`src/rtl/alu_arbiter.sv`:
```
// alu_arbiter
//   Shares one combinational ALU between two requesters. One operation is
//   accepted at a time over a valid/ready handshake. Its operands are
//   registered and held on the ALU inputs. The ALU output is captured one
//   cycle later and returned on a tagged response channel that supports
//   backpressure.
//
// Ports
//   clk, rst                    clock (rising edge), synchronous active-high reset
//   reqN_valid / reqN_ready     request handshake for requester N (N = 0, 1)
//   reqN_op1, reqN_op2          operands A and B from requester N
//   reqN_ctrl                   3-bit ALU control code from requester N
//   alu_op1, alu_op2            registered operands driven to the ALU
//   alu_control                 registered control code driven to the ALU
//   alu_result, alu_zf          ALU result and zero flag
//   rsp_valid / rsp_ready       response handshake
//   rsp_id                      requester that issued the operation
//   rsp_data, rsp_zf            captured ALU result and zero flag
//
// Parameters
//   WIDTH       operand and result width
//   FIXED_PRIO  0 = round-robin, 1 = requester 0 always wins a tie

module alu_arbiter #(
  parameter int WIDTH      = 32,
  parameter bit FIXED_PRIO = 1'b0
) (
  input  logic             clk,
  input  logic             rst,
  input  logic             req0_valid,
  output logic             req0_ready,
  input  logic [WIDTH-1:0] req0_op1,
  input  logic [WIDTH-1:0] req0_op2,
  input  logic [2:0]       req0_ctrl,
  input  logic             req1_valid,
  output logic             req1_ready,
  input  logic [WIDTH-1:0] req1_op1,
  input  logic [WIDTH-1:0] req1_op2,
  input  logic [2:0]       req1_ctrl,
  output logic [WIDTH-1:0] alu_op1,
  output logic [WIDTH-1:0] alu_op2,
  output logic [2:0]       alu_control,
  input  logic [WIDTH-1:0] alu_result,
  input  logic             alu_zf,
  output logic             rsp_valid,
  input  logic             rsp_ready,
  output logic             rsp_id,
  output logic [WIDTH-1:0] rsp_data,
  output logic             rsp_zf
);

  localparam logic [1:0] IDLE = 2'd0;
  localparam logic [1:0] EXEC = 2'd1;
  localparam logic [1:0] RESP = 2'd2;

  logic [1:0] state;
  logic       last_grant;
  logic       pend_id;
  logic       grant0;
  logic       grant1;

  // Tie-break: in round-robin mode the requester that did not win the last
  // accept gets the grant, so last_grant resetting to 1 favours requester 0.
  // Fixed-priority mode always hands a tie to requester 0. A lone valid is
  // granted regardless of history.
  always_comb begin
    grant0 = 1'b0;
    grant1 = 1'b0;
    if (req0_valid && req1_valid) begin
      if (FIXED_PRIO || last_grant) begin
        grant0 = 1'b1;
      end else begin
        grant1 = 1'b1;
      end
    end else begin
      grant0 = req0_valid;
      grant1 = req1_valid;
    end
  end

  // Ready is only offered while idle. It is also held low during reset so
  // that nobody believes an operation was taken in a cycle that gets wiped.
  assign req0_ready = (state == IDLE) && !rst && grant0;
  assign req1_ready = (state == IDLE) && !rst && grant1;

  // Main sequencer. IDLE latches the granted operation into the operand
  // registers that feed the ALU. Those registers change only on an accept,
  // so the ALU inputs never glitch. EXEC gives the ALU one full cycle to
  // settle and then captures its output. RESP holds the response until the
  // consumer takes it. No new request is accepted in that handshake cycle.
  always_ff @(posedge clk) begin
    if (rst) begin
      state       <= IDLE;
      last_grant  <= 1'b1;
      pend_id     <= 1'b0;
      alu_op1     <= '0;
      alu_op2     <= '0;
      alu_control <= 3'b000;
      rsp_valid   <= 1'b0;
      rsp_id      <= 1'b0;
      rsp_data    <= '0;
      rsp_zf      <= 1'b0;
    end else begin
      case (state)
        IDLE: begin
          if (req0_ready) begin
            alu_op1     <= req0_op1;
            alu_op2     <= req0_op2;
            alu_control <= req0_ctrl;
            pend_id     <= 1'b0;
            last_grant  <= 1'b0;
            state       <= EXEC;
          end else if (req1_ready) begin
            alu_op1     <= req1_op1;
            alu_op2     <= req1_op2;
            alu_control <= req1_ctrl;
            pend_id     <= 1'b1;
            last_grant  <= 1'b1;
            state       <= EXEC;
          end
        end
        EXEC: begin
          rsp_data  <= alu_result;
          rsp_zf    <= alu_zf;
          rsp_id    <= pend_id;
          rsp_valid <= 1'b1;
          state     <= RESP;
        end
        RESP: begin
          if (rsp_ready) begin
            rsp_valid <= 1'b0;
            state     <= IDLE;
          end
        end
        default: begin
          state <= IDLE;
        end
      endcase
    end
  end

endmodule

```
`config.mk`:
```
export PLATFORM = sky130hd
export DESIGN_NAME = alu_arbiter
export DESIGN_NICKNAME = d
export VERILOG_FILES = /design/src/rtl/alu_arbiter.sv
export SDC_FILE = /design/constraint.sdc
export NUM_CORES = 1
export LEC_CHECK = 0
export ABC_AREA = 1
export CAP_MARGIN = 5
export CORE_MARGIN = 1
export CORE_UTILIZATION = 41
export CTS_CLUSTER_DIAMETER = 150
export DETAILED_ROUTE_END_ITERATION = 6
export GPL_ROUTABILITY_DRIVEN = 0
export PLACE_DENSITY = 0.87
export REMOVE_ABC_BUFFERS = 1
export SYNTH_ARGS = -nofsm -noshare
export SYNTH_HDL_FRONTEND = slang
export SYNTH_SLANG_ARGS = --single-unit
```
`constraint.sdc`:
```
create_clock -name clk -period 1.65 [get_ports clk]
set_clock_uncertainty 0.05 [all_clocks]
set_input_delay 0.33 -clock clk [delete_from_list [all_inputs] [get_ports clk]]
set_output_delay 0.33 -clock clk [all_outputs]
set_load 0.02 [all_outputs]
```
# Yosys cells after proc, flatten, opt, wreduce, memory -nomap -nowiden
# Cells that the tools add are included.
[op_classes]
n_eq_ne = 4
muxes = 18
n_reduce_logical = 11
[op_table]
columns = ["cell", "count"]
rows = [
  ["32-bit 2-to-1 mux", 4],
  ["1-bit 2-to-1 mux", 7],
  ["2-bit 2-to-1 mux", 3],
  ["3-bit 2-to-1 mux", 2],
  ["2-bit one-hot mux with 3 select lines", 1],
  ["2-bit AND reduction", 3],
  ["1-bit logical AND", 4],
  ["2-bit nonzero test", 2],
  ["3-bit inequality test, second input constant", 1],
  ["2-bit by 1-bit == test with 1-bit output, second input constant", 1],
  ["2-bit == test, second input constant", 1],
  ["2-bit logical NOT", 1],
  ["2-bit inequality test, second input constant", 1],
  ["1-bit one-hot mux with 2 select lines", 1],
  ["1-bit logical NOT", 1],
]
[totals]
ff_bits = 106
output_inout_bits = 104
wordCells = 43

# Depth between registers and ports, before layout
# Gate-level depths: netlist of the first run.
[logic_depth]
depth_word = 6
mapped_depth = 9

# Worst setup path before layout of the first run
# No wires, ideal clock.
[synth_path]
path_kind = "reg-to-output"
startpoint = "reg state[1]"
endpoint = "out req1_ready"
arrival_time_ns = 1.136
required_ns = 1.270
path_slack_ns = 0.134
path_stages_with_launch = 5
path_cell_list = "dfxtp_1 nor2_2 nand3_2 buf_2 a21oi_1"
[synth_via]
elab_chain_len = 3
[synth_rtl]
columns = ["item", "line_no", "text"]
rows = [
  ["start: declaration", "56", "logic [1:0] state;"],
  ["start signal: assignment", "93", "state <= IDLE;"],
  ["start signal: assignment", "112", "state <= EXEC;"],
  ["start signal: assignment", "119", "state <= EXEC;"],
  ["2-bit logical NOT", "84", "assign req1_ready = (state == IDLE) && !rst && grant1;"],
  ["1-bit logical AND (2 in a row)", "84", ""],
  ["end: declaration", "36", "output logic req1_ready,"],
]
# Every way passes these cells.

# Final worst setup path of the first run
# Ends and elaborated chain as after synthesis.

==> results of run 1 <==
repair_timing:
| item | in CTS | in global routing |
|---|---|---|
| pin swaps | 3 | 2 |
| buffers inserted | 5 | 2 |
| setup endpoints to repair | 106 | 15 |
| resized for setup | 119 | 6 |
critical path: stages, from the launching register on:
cell and delay, ps:
dfxtp_2 350, nor2_4 120, nand3_2 90, a21oi_2 170, buf_6 140
power by group through the flow:
stage                     clock network (mW)  registers [mW]  logic (mW)
final                                   2.14            3.03        2.82
after global routing                    2.29            3.07        3.10
after CTS                               2.18            3.03        2.82
after detailed placement                   0            3.10        2.99
after global placement                     0            3.09        2.94
after floorplan                            0            3.47        1.09
cell usage in the layout (no fill, tap or decap), types with 2 or more instances in the layout:
| cell | count |
|---|---|
| a21oi_1 | 2 |
| buf_12 | 11 |
| buf_4 | 30 |
| buf_6 | 4 |
| clkbuf_16 | 9 |
| clkdlybuf4s50_1 | 168 |
| dfxtp_1 | 103 |
| dfxtp_2 | 3 |
| dlygate4sd2_1 | 105 |
| inv_1 | 203 |
| inv_2 | 2 |
| inv_4 | 2 |
| inv_6 | 4 |
| nand2_1 | 205 |
| nand2_4 | 2 |
| nand3_1 | 201 |
| nand3_2 | 2 |
| nor2_1 | 72 |
| nor2_4 | 2 |
| o21ai_0 | 34 |
layout make-up:
cell class	count	area (um2)
sequential	106	2126
multi-input combinational	524	2332
tap	172	215.2
timing repair buffer	318	3092
clock buffer	10	239.0
inverter	208	785.8
fill	1137	3929
clock inverter	6	55.05
cell usage after synthesis:
master      n
o21ai_0    34
inv_1     205
buf_4       4
nand2_1   208
a211oi_1    1
inv_2       2
nor2_1     72
dfxtp_1   106
buf_2      20
a21oi_1     3
buf_1       5
nor2_2      2
clkbuf_1   30
clkinv_1    1
nand3_1   202
nand3_2     1
a21boi_2    1
per-stage QoR:
stage / setup slack (ps) / power (mW) / TNS (ps)
detailed placement: -562.7 / 6.087 / -22750
CTS: 14.95 / 8.035 / 0
global route: -2.635 / 8.462 / -2.635
floorplan: -2429 / 4.557 / -170970
global placement: -530.5 / 6.027 / -22260
finish: 48.04 / 7.997 / 0
sequential cells by signal, indices dropped and copies added, names as in the netlist:
| signal | flops |
|---|---|
| rsp_zf | 1 |
| rsp_data | 32 |
| alu_control | 3 |
| rsp_id | 1 |
| state | 2 |
| last_grant | 1 |
| alu_op2 | 32 |
| rsp_valid | 1 |
| pend_id | 1 |
| alu_op1 | 32 |
cells by family (layout without fill, tap and decap cells):
group / count (synthesis) / in the layout / share of synthesized area
DFF: 106 / 106 / 0.3892
buffers and inverters: 267 / 542 / 0.1911
and+or+nand+nor: 485 / 485 / 0.3823
AOI/OAI and AO/OA: 39 / 39 / 0.03740
worst paths after layout:
check / slack, ps / depth (start not counted) / endpoint / start
setup / recovery: 50 / 4 / req1_ready / state[1]
hold / removal: 420 / 2 / pend_id / pend_id
setup reg to reg: 100 / 8 / alu_op1[12] / state[1]
hold reg to reg: 420 / 2 / pend_id / pend_id
metal layers:
layer	vias to the layer above	wire length (um)	global-route usage
met2	272	9016	0.4682
met4	0	378	0.08847
met1	2904	7147	0.2870
li1	3228	-	-
met5	-	0	0
met3	29	1534	0.07928
==> results.ini, run 1 <==
[outcome]
outcome=complete, no violations

[clock_tree]
cts_tree=built
clockBufferDepth=2
cts_buffers=9
clock_latency_ps=350
cts_root_buf=clkbuf_16
htreeDepth=3
cts_sinks=106
clk_pin_slew_ps=70
cts.hold.buffers_added=0

[die]
start_util=0.4269
rows=41
die_w_um=117.3
coreArea_mm2=0.01277
ios=276
dieArea_mm2=0.01376
fp.dieH_um=117.3

[power]
share_comb_of_total_power=0.353
switching_share=0.3438
vdd_ir_drop_max_mv=0.6173
power_density_mw_per_mm2=904.1
intPower_mw=5.248
p_switching_mw=2.749
pwr-share-clk=0.268
seq_power_share=0.379
leakagePower_nw=5.100

[detailed_routing]
vias_per_cell=4.786
drt_iter0_drc=447
drc=0
postRouteWirelength_um=18080
wl_per_cell_um=13.45
ant_nets=0
dr.pass1.iters=5
dr_total_vias=6433

[synth]
synth-warning-count=0
synth.area.top_cells=dfxtp_1, nand3_1, nand2_1, inv_1, nor2_1
synth.avg_cell_area_um2=6.079
synthesis.area_mm2=0.005453
synth_cell_type_count=17
yosys.area.top_type=dfxtp_1
ys_seq_elements=106
ys_seq_area_frac=0.3892
synth_top_cell_area_share=0.3892
synthCells=897

[grt]
grt_pass1_vias=5982
grt.overflow.total=0
grt_max_degree=63
grt_pass1_wl_um=28880
track_usage=0.2599
antenna_found_initial=0

[flow_run]
maxCapViolations=0

[place]
dpl.cell_count=1322
io_buffers=275
dpl_cell_area_mm2=0.008594
detailedPlacementHpwl_um=12880

[timing]
max_freq_ghz=0.6242
finalHoldViolCount=0
setup_viol=0
maxSlewHeadroom=0.7519
hold_ws_ps=419.2
drv_slew=0
min_period_over_period=0.9709
fin_crit_ps=1602
worstMarginPinSlew_ps=372.2

[worst_setup_path]
crit_path_start_kind=flip-flop
arrival_ps=1220
path_max_fanout=2
worstPathRequired_ps=1270
setup.worst_path.end_class=output pin
critPathKind=flip-flop to output pin

[worst_hold_path]
hp-class=flip-flop to flip-flop

[finish]
area_delta_synth_final_pct=62.21
final_util=0.6924
final_area_mm2=0.008845
stdcell_count=1344
layout-drive-gt1-share=0.06570
layout.nets=1339
num_antenna_cells=0

Power figures use the tool's default switching activity.
==> inputs of run 2 (changes only) <==
--- a/config.mk
+++ b/config.mk
@@ -7,11 +7,12 @@
 export LEC_CHECK = 0
 export ABC_AREA = 1
 export CAP_MARGIN = 5
-export CORE_MARGIN = 1
+export CORE_MARGIN = 10
 export CORE_UTILIZATION = 41
 export CTS_CLUSTER_DIAMETER = 150
 export DETAILED_ROUTE_END_ITERATION = 6
 export GPL_ROUTABILITY_DRIVEN = 0
+export GPL_TIMING_DRIVEN = 0
 export PLACE_DENSITY = 0.87
 export REMOVE_ABC_BUFFERS = 1
 export SYNTH_ARGS = -nofsm -noshare
==> run 2 against run 1 <==
Effect of this change: the flow now finishes with violations (negative setup slack); critical path depth rose by 2; hold slack got worse by 120 ps; wire length grew 41%; non-clock buffer count is 4 higher; maximum frequency decreased by 6.3%; core utilization grew 2.0 points; clock power grew 15%; cell area is 5.8% higher; via count rose by 5.8%; combinational power grew 15%; final cell count rose by 1.3%; largest cell class unchanged; highest routed layer unchanged.
==> results.ini, run 2 (synthesis results as in run 1) <==
[place]
dpl.cell_count=1294  ; -2.1%
io_buffers=275  ; unchanged
detailedPlacementHpwl_um=14310  ; +11%

[worst_hold_path]
hp-class=primary input to flip-flop
hp-start=rst

[worst_setup_path]
setup.worst_path.end_class=output pin
arrival_ps=1330  ; +110 ps
cpLargestDelayFamily=buffers and inverters
crit_slowest_cell=clkdlybuf4s15_2
crit_path_start_kind=primary input
critPathKind=primary input to output pin
cp_num_buf_inv=4  ; +3
path_max_fanout=6  ; +4
worstPathCellList=clkdlybuf4s15_2, a21boi_4, buf_12, nand2_8, inv_2, buf_6
cp-startpoint=req1_valid
worstPathRequired_ps=1270  ; about the same
reg2reg_from=state[0]
max_stage_delay_ps=370  ; +20 ps

[finish]
top_regs=alu_op1 x32, alu_op2 x32, rsp_data x32
final_cell_mix=nand2_1, inv_1, nand3_1
area_delta_synth_final_pct=71.57
multi_input_area_mm2=0.002565  ; +10%
stdcell_count=1362  ; +1.3%
final_util=0.7121  ; +0.01967
n_fill_cell=1054  ; -7.3%
ff_latch_area_mm2=0.002133  ; +0.35%
layout.nets=1353  ; +1.0%
num_antenna_cells=0  ; unchanged
final_common_cell=nand2_1
layout-drive-gt1-share=0.08347  ; +0.01777

[timing]
setup_ws_ps=-59.12  ; -107.2 ps
max_freq_ghz=0.5851  ; -6.3%
finalHoldViolCount=0  ; unchanged
drv_slew=0  ; unchanged
worstMarginPinSlew_ps=603.1  ; +231.0 ps
maxSlewHeadroom=0.5969  ; -0.1550
setup_viol=2  ; +2
fin_crit_ps=1709  ; +107.2 ps
min_period_over_period=1.036  ; +0.06495
rsz0062_at_grt=yes

[clock_tree]
clk_pin_slew_ps=80  ; about the same
cts_root_buf=clkbuf_16
cts.hold.buffers_added=0  ; unchanged
clockBufferDepth=2  ; unchanged
cts_buffers=9  ; unchanged
htreeDepth=3  ; unchanged
cts_tree=built
clock_latency_ps=350  ; about the same
cts_sinks=106  ; unchanged

[die]
start_util=0.4150  ; -0.01183
fp.dieH_um=135.3  ; +15%
ios=276  ; unchanged
coreArea_mm2=0.01314  ; +2.9%
die_w_um=135.3  ; +15%
rows=42  ; +2.4%
dieArea_mm2=0.01831  ; +33%

[detailed_routing]
drc=0  ; unchanged
dr_total_vias=6805  ; +5.8%
wl_per_cell_um=18.73  ; +39%
dr.pass1.iters=5  ; unchanged
drt_iter0_drc=438  ; -2.0%
postRouteWirelength_um=25520  ; +41%
vias_per_cell=4.996  ; +4.4%
ant_nets=0  ; unchanged

[grt]
antenna_found_initial=0  ; unchanged
grt_pass1_vias=6550  ; +9.5%
track_usage=0.2584  ; -0.001451
grt.overflow.total=0  ; unchanged
grt_max_degree=76  ; +21%
grt_pass1_wl_um=36740  ; +27%

[flow_run]
maxCapViolations=0  ; unchanged

[power]
leakagePower_nw=5.269  ; +3.3%
power_density_mw_per_mm2=934.8  ; +3.4%
vdd_ir_drop_max_mv=0.6117  ; -0.91%

[outcome]
failed_checks=negative setup slack
outcome=complete, but fails checks

==> run 2: repair_timing <==
item	in CTS	in global routing
gates cloned	14	1
resized for setup	166	22
pin swaps	8	4
setup endpoints to repair	209	68
setup buffers	18	19
==> run 2: power by group <==
part / switching (mW) / internal, mW
clock network: 1.03 / 1.42
registers: 0.162 / 2.88
logic: 1.84 / 1.41
==> run 2: worst paths after layout <==
| path | endpoint | slack, ps | cells after the start |
|---|---|---|---|
| min reg2reg | rsp_data[23] | 430 | 2 |
| max | req0_ready | -60 | 6 |
| min | state[1] | 300 | 2 |
| max reg2reg | alu_op1[3] | 10 | 10 |
==> run 2: final cells by class <==
class / instances / share of cell area
clock inverter: 5 / 0.008827
inverter: 208 / 0.08560
sequential: 106 / 0.2280
multi-input combinational: 534 / 0.2742
tap: 176 / 0.02354
timing repair buffer: 322 / 0.3528
clock buffer: 11 / 0.02702
==> run 2: per-layer routing <==
metal / up-vias / track usage / part of all wire / routed length [um]
li1: 3285 / - / - / -
met1: 3053 / 0.2888 / 0.38 / 9605
met2: 396 / 0.4438 / 0.48 / 12190
met3: 71 / 0.08939 / 0.11 / 2881
met4: 0 / 0.09629 / 0.033 / 845
met5: - / 0 / 0 / 0
==> run 2: worst register-to-register path: cells and delay by family, from the launching register on <==
kind                   cells  cell delay [ps]
buffers and inverters      6              710
and+or+nand+nor            4              410
DFF                        1              370
==> run 2: stage by stage <==
stage | setup slack [ps] | total power [mW] | hold WS, ps | setup TNS (ps) | cell area (um2)
2_1_floorplan | -2429 | 4.557 | 349.1 | -170970 | 5191
3_3_place_gp | -5171 | 5.912 | 395.1 | -404000 | 8164
3_5_place_dp | -1925 | 5.991 | 413.8 | -168270 | 8312
4_1_cts | -90.79 | 8.578 | 289.8 | -116.8 | 9087
5_1_grt | -90.53 | 9.139 | 305.5 | -266.9 | 9355
6_report | -59.12 | 8.745 | 299.2 | -104.7 | 9355
==> inputs of run 3 (changes only) <==
--- a/config.mk
+++ b/config.mk
@@ -6,6 +6,7 @@
 export NUM_CORES = 1
 export LEC_CHECK = 0
 export ABC_AREA = 1
+export ABC_CLOCK_PERIOD_IN_PS = 1650
 export CAP_MARGIN = 5
 export CORE_MARGIN = 10
 export CORE_UTILIZATION = 41
==> results of run 3 <==
Same layout as run 2: the final DEF is identical, and so are final timing and power.
==> variant 1, RTL diff (config.mk and constraints of run 3) <==
Reset style: asynchronous (`rst`), changed in one clocked block. Comments in the files are not updated.
--- a/src/rtl/alu_arbiter.sv
+++ b/src/rtl/alu_arbiter.sv
@@ -88,7 +88,7 @@
   // so the ALU inputs never glitch. EXEC gives the ALU one full cycle to
   // settle and then captures its output. RESP holds the response until the
   // consumer takes it. No new request is accepted in that handshake cycle.
-  always_ff @(posedge clk) begin
+  always_ff @(posedge clk or posedge rst) begin
     if (rst) begin
       state       <= IDLE;
       last_grant  <= 1'b1;
Function: differs if rst is asserted again (counterexample within 4 cycles, from zero or initial values and one cycle with rst high); with rst held inactive, the same outputs for 4 cycles.
==> variant 1 against run 3 <==
  * Largest cell class unchanged
  * Sequential cell count unchanged
  * Worst setup slack worse by 270 ps
  * Synthesized area down 3.3%
  * Synthesized cell count down 17%
  * Die area down 2.8%
  * The run still ends with negative setup slack left
  * Critical endpoint unchanged
  * Highest routed layer is now met5
  * Sequential share of layout area up 4.9 points
  * Wire length down 7.8%
  * Final area up 2.4%
  * Register-to-register slack worse by 210 ps
Power is not compared: it rests on default switching activity, and its combinational part moved more than twofold at a synthesized area within 25%.
==> variant 1: results (changes against run 3) <==
Outcome
  • Status: finished with violations (unchanged)
  • Failing checks: negative setup slack (unchanged)

Floorplanning
  • Die Area: 17,800 sq um (was 18,300 sq um)

Placed design
  • DP HPWL: 13,800 microns (was 14,300 microns)
  • Placed instance count: 1,158 (was 1,294)
  • Worst slack, placed: -2250 ps (was -1930 ps)
  • I/O Buffers: 275 (unchanged)
  • Placement Cell Area: 8300 sq um (was 8310 sq um)

Worst setup path
  • Critical-path maximum fanout: 2 (was 6)
  • Crit path arrival time: 1600 ps (was 1330 ps)
  • Slowest stage delay, CP: 400 ps (was 370 ps)
  • Slowest-stage cell, CP: dfrtp_1 (was clkdlybuf4s15_2)

STA
  • Setup WS post-layout: -332 ps (was -59.1 ps)
  • # setup viols final: 62 (was 2)
  • Max-slew headroom: 58.9% (was 59.7%)

Yosys
  • Area share of the largest cell type after synthesis: 49.8% (was 38.9%)
  • Async set-or-reset flop fraction in the synthesized netlist: 100% (was 0%)
  • Top cells by instance count after synthesis: nand2_1, inv_1, nand3_1 (unchanged)
  • Synth cell types: 16 (was 17)
  • Top post-synthesis cells by area: dfrtp_1, nand2_1, nand3_1 (was dfxtp_1, nand3_1, nand2_1)
  • Top FF cell, synth: dfrtp_1 (was dfxtp_1)
  • Seq/Total Area, Yosys: 50.3% (was 38.9%)

Detailed routing
  • Post-Route WL: 23,500 microns (was 25,500 microns)
  • Vias per inst: 4.91 (was 5.00)
  • WL/cell: 19.1 microns (was 18.7 microns)
  • Initial drt markers: 415 (was 438)

Final layout
  • Clock-cell share of area: 2.96% (was 3.58%)
  • Layout cells sized above 1: 13.2% (was 8.35%)
  • Multi-input gate area: 2200 sq um (was 2560 sq um)
  • Layout filler cell count: 938 (was 1,054)
  • Multi-input logic cell count: 456 (was 534)
  • Final design area excluding fillers: 9580 sq um (was 9360 sq um)
  • Logic inverters: 150 (was 208)
  • Seq area share: 27.7% (was 22.8%)

GRT
  • Gr usage total: 22.9% (was 25.8%)
  • Vias in the first global route: 5,682 (was 6,550)
  • Largest net degree at the start of global routing: 68 (was 76)
  • Initial antenna violation count: 2 (was 0)
  • First-pass GRT wire length: 32,000 microns (was 36,700 microns)

Min path
  • Hold WC Path Type: in -> async (was in -> reg)
[variant 1: cell count changes in the layout (fill, tap and decap cells not counted), sizes merged, moves of 4 or more]
cell    before  now
buf         50   46
bufbuf       1    6
clkbuf      11   16
dfrtp        0  105
dfxtp      106    0
inv        210  150
nand2      210  306
nand3      209  136
nor2        75    4
o21ai       34    5
[variant 1: what timing repair did]
item	CTS	global route
hold buffers	2	0
buffers inserted	18	17
resized for setup	142	63
pin swaps	5	30
setup endpoints to repair	209	71
hold endpoints to repair	29	0
gates cloned	14	9
[variant 1: worst paths after layout]
kind,startpoint,end,slack (ps),depth (start not counted)
max,state[1],req0_ready,-330,9
min,rst,alu_op1[29],130,3
max reg2reg,state[0],alu_op1[12],-200,11
min reg2reg,rsp_data[30],rsp_data[30],420,2
max in group asynchronous,rst,alu_op1[12],600,3
min in group clk,rsp_data[30],rsp_data[30],420,2
[variant 1: cell families after synthesis]
| logic type | count (synthesis) | synth area share [%] |
|---|---|---|
| AO/OA/AOI/OAI | 8 | 0.949 |
| buffers and inverters | 187 | 13.9 |
| flip-flops | 106 | 50.3 |
| AND/OR/NAND/NOR | 442 | 34.8 |
[variant 1: layer usage]
layer  vias to the layer above  GRT usage, %  wire, microns
met1                      2840          25.9           8870
met5                         -             0             18
met3                        59          6.47           1940
li1                       2857             -              -
met2                       303          38.9          11800
met4                         2          10.7            876
[variant 1: per-stage QoR]
stage | total power [mW] | setup TNS [ps] | hold WS [ps]
floorplan | 7.39 | -240900 | 387
global placement | 10.8 | -619470 | 403
detailed placement | 11.1 | -171850 | 408
CTS | 12.9 | -8350 | 125
global route | 14.1 | -9000 | 129
finish | 13.4 | -5550 | 129
==> variant 2, RTL diff (settings of run 3) <==
Without the edit above. Set the parameter `WIDTH` to 64 (it was 32).
--- a/src/rtl/alu_arbiter.sv
+++ b/src/rtl/alu_arbiter.sv
@@ -22,7 +22,7 @@
 //   FIXED_PRIO  0 = round-robin, 1 = requester 0 always wins a tie
 
 module alu_arbiter #(
-  parameter int WIDTH      = 32,
+  parameter int WIDTH      = 64,
   parameter bit FIXED_PRIO = 1'b0
 ) (
   input  logic             clk,
Interface: changed (8 resized); port bits go from 276 to 532. The function was not compared with the original's and may differ.
==> variant 2 against run 3 <==
  * Combinational power grew to 2.5 times the old value
  * The run ends with design-rule violations, negative setup slack left
  * Final area rose by 120%
  * Synthesized cell count increased by 92%
  * Clock power up 130%
  * Total power up 130%
  * Non-clock buffer count rose by 336
  * Highest routed layer is now met5
  * Via count up 130%
  * Synthesized area rose by 92%
  * Fmax down 19%
  * Wire length rose to 3.0 times the old value
  * Sequential cell count increased by 96
  * Worst setup slack got worse by 390 ps
  * Count of clock-buffer cells in the layout rose by 26
==> variant 2: results (changes against run 3) <==
Final layout
  • Seq area share: 19.4% (was 22.8%)
  • Layout cells sized above 1: 19.1% (was 8.35%)
  • Total Nets Final: 2,643 (was 1,353)
  • Layout filler cell count: 1,190 (was 1,054)
  • Multi-input gate share of total cell area: 29.1% (was 27.4%)
  • Final design area excluding fillers: 20,900 sq um (was 9360 sq um)
  • Multi-input logic cell count: 1,025 (was 534)
  • Non-clk buf share: 38.1% (was 35.3%)
  • N_diodes: 9 (was 0)
  • Biggest regs: alu_op1 x64, alu_op2 x64, rsp_data x64 (was alu_op1 x32, alu_op2 x32, rsp_data x32)
  • Clock-cell share of area: 3.99% (was 3.58%)

CTS
  • Post-CTS Repair Setup Buffers: 27 (was 18)
  • Clk_lat worst skew: 530 ps (was 350 ps)
  • CTS H-tree lvls: 1 (was 3)
  • Clock buffer count from CTS: 24 (was 9)
  • Buffer depth of the longest clock path: 3 (was 2)
  • # clock sinks: 202 (was 106)

STA
  • Worst slew pin tran: 532 ps (was 603 ps)
  • # setup viols final: 155 (was 2)
  • Setup WS post-layout: -453 ps (was -59.1 ps)
  • Setup TNS Final: -30,470 ps (was -105 ps)

Placed design
  • Placement Cell Area: 16,000 sq um (was 8310 sq um)
  • DP HPWL: 33,900 microns (was 14,300 microns)
  • I/O Buffers: 531 (was 275)
  • Placed instance count: 2,482 (was 1,294)

Worst setup path
  • Critical-path maximum fanout: 4 (was 6)
  • Slowest stage delay, CP: 350 ps (was 370 ps)
  • Crit path arrival time: 2460 ps (was 1330 ps)
  • Slowest-stage cell, CP: dfxtp_2 (was clkdlybuf4s15_2)

Yosys
  • Top cells by instance count after synthesis: nand2_1, inv_1, nand3_1 (unchanged)
  • Seq/Total Area, Yosys: 38.7% (was 38.9%)
  • Synth cell types: 15 (was 17)
  • Cells after Synth: 1,725 (was 897)
  • Compound-Gate Fraction of Synth Area: 3.48% (was 3.74%)

Pwr
  • Worst vdd ir: 794 uV (was 612 uV)
  • Switch Pwr: 7.43 mW (was 3.03 mW)
  • Sw frac: 37.5% (was 34.7%)
  • Comb pwr: 8.25 mW (was 3.25 mW)
  • Pleak: 12.5 nW (was 5.27 nW)

Detailed routing
  • Met3 Wirelength: 10,800 microns (was 2880 microns)
  • Initial drt markers: 2,514 (was 438)
  • Number of detailed-route iterations in the first pass: 7 (was 5)
  • Highest Signal Layer: met5 (was met4)
  • WL/cell: 28.3 microns (was 18.7 microns)
  • DRC: 22 (was 0)

GRT
  • Largest net degree at the start of global routing: 124 (was 76)
  • Vias in the first global route: 13,200 (was 6,550)
  • Initial antenna violation count: 11 (was 0)

Outcome
  • Status: finished with violations (unchanged)
  • Failing checks: design-rule violations, negative setup slack (was negative setup slack)
[variant 2: cell types whose count changed in the layout (fill, tap and decap cells not counted), moves of 41 or more]
cell	delta
inv_1	+187
clkdlybuf4s50_1	+160
dlymetal6s2s_1	+144
nand2_1	+133
nand3_2	+120
dfxtp_1	+96
dlygate4sd2_1	-94
nor2_1	+64
nand2_2	+43
nand3_1	+41
[variant 2: worst paths after layout]
kind,from,to,slack [ps],cells past startpoint
worst max-delay path,state[1],alu_op1[53],-450,11
worst min-delay path,alu_result[9],rsp_data[9],370,3
worst max register to register,state[1],alu_op1[53],-450,11
worst min register to register,rsp_data[48],rsp_data[48],430,2
[variant 2: routing by layer]
layer	GRT usage [%]	vias to the layer above
li1	-	6405
met1	32.3	7219
met2	53.2	1579
met3	9.76	599
met4	18.6	4
met5	0	-
[variant 2: worst reg2reg max path, delay by kind of cell, from the launching register on]
family / cells / cell delay, ps
flops: 1 / 350
simple gates: 5 / 580
buf+inv: 6 / 1010
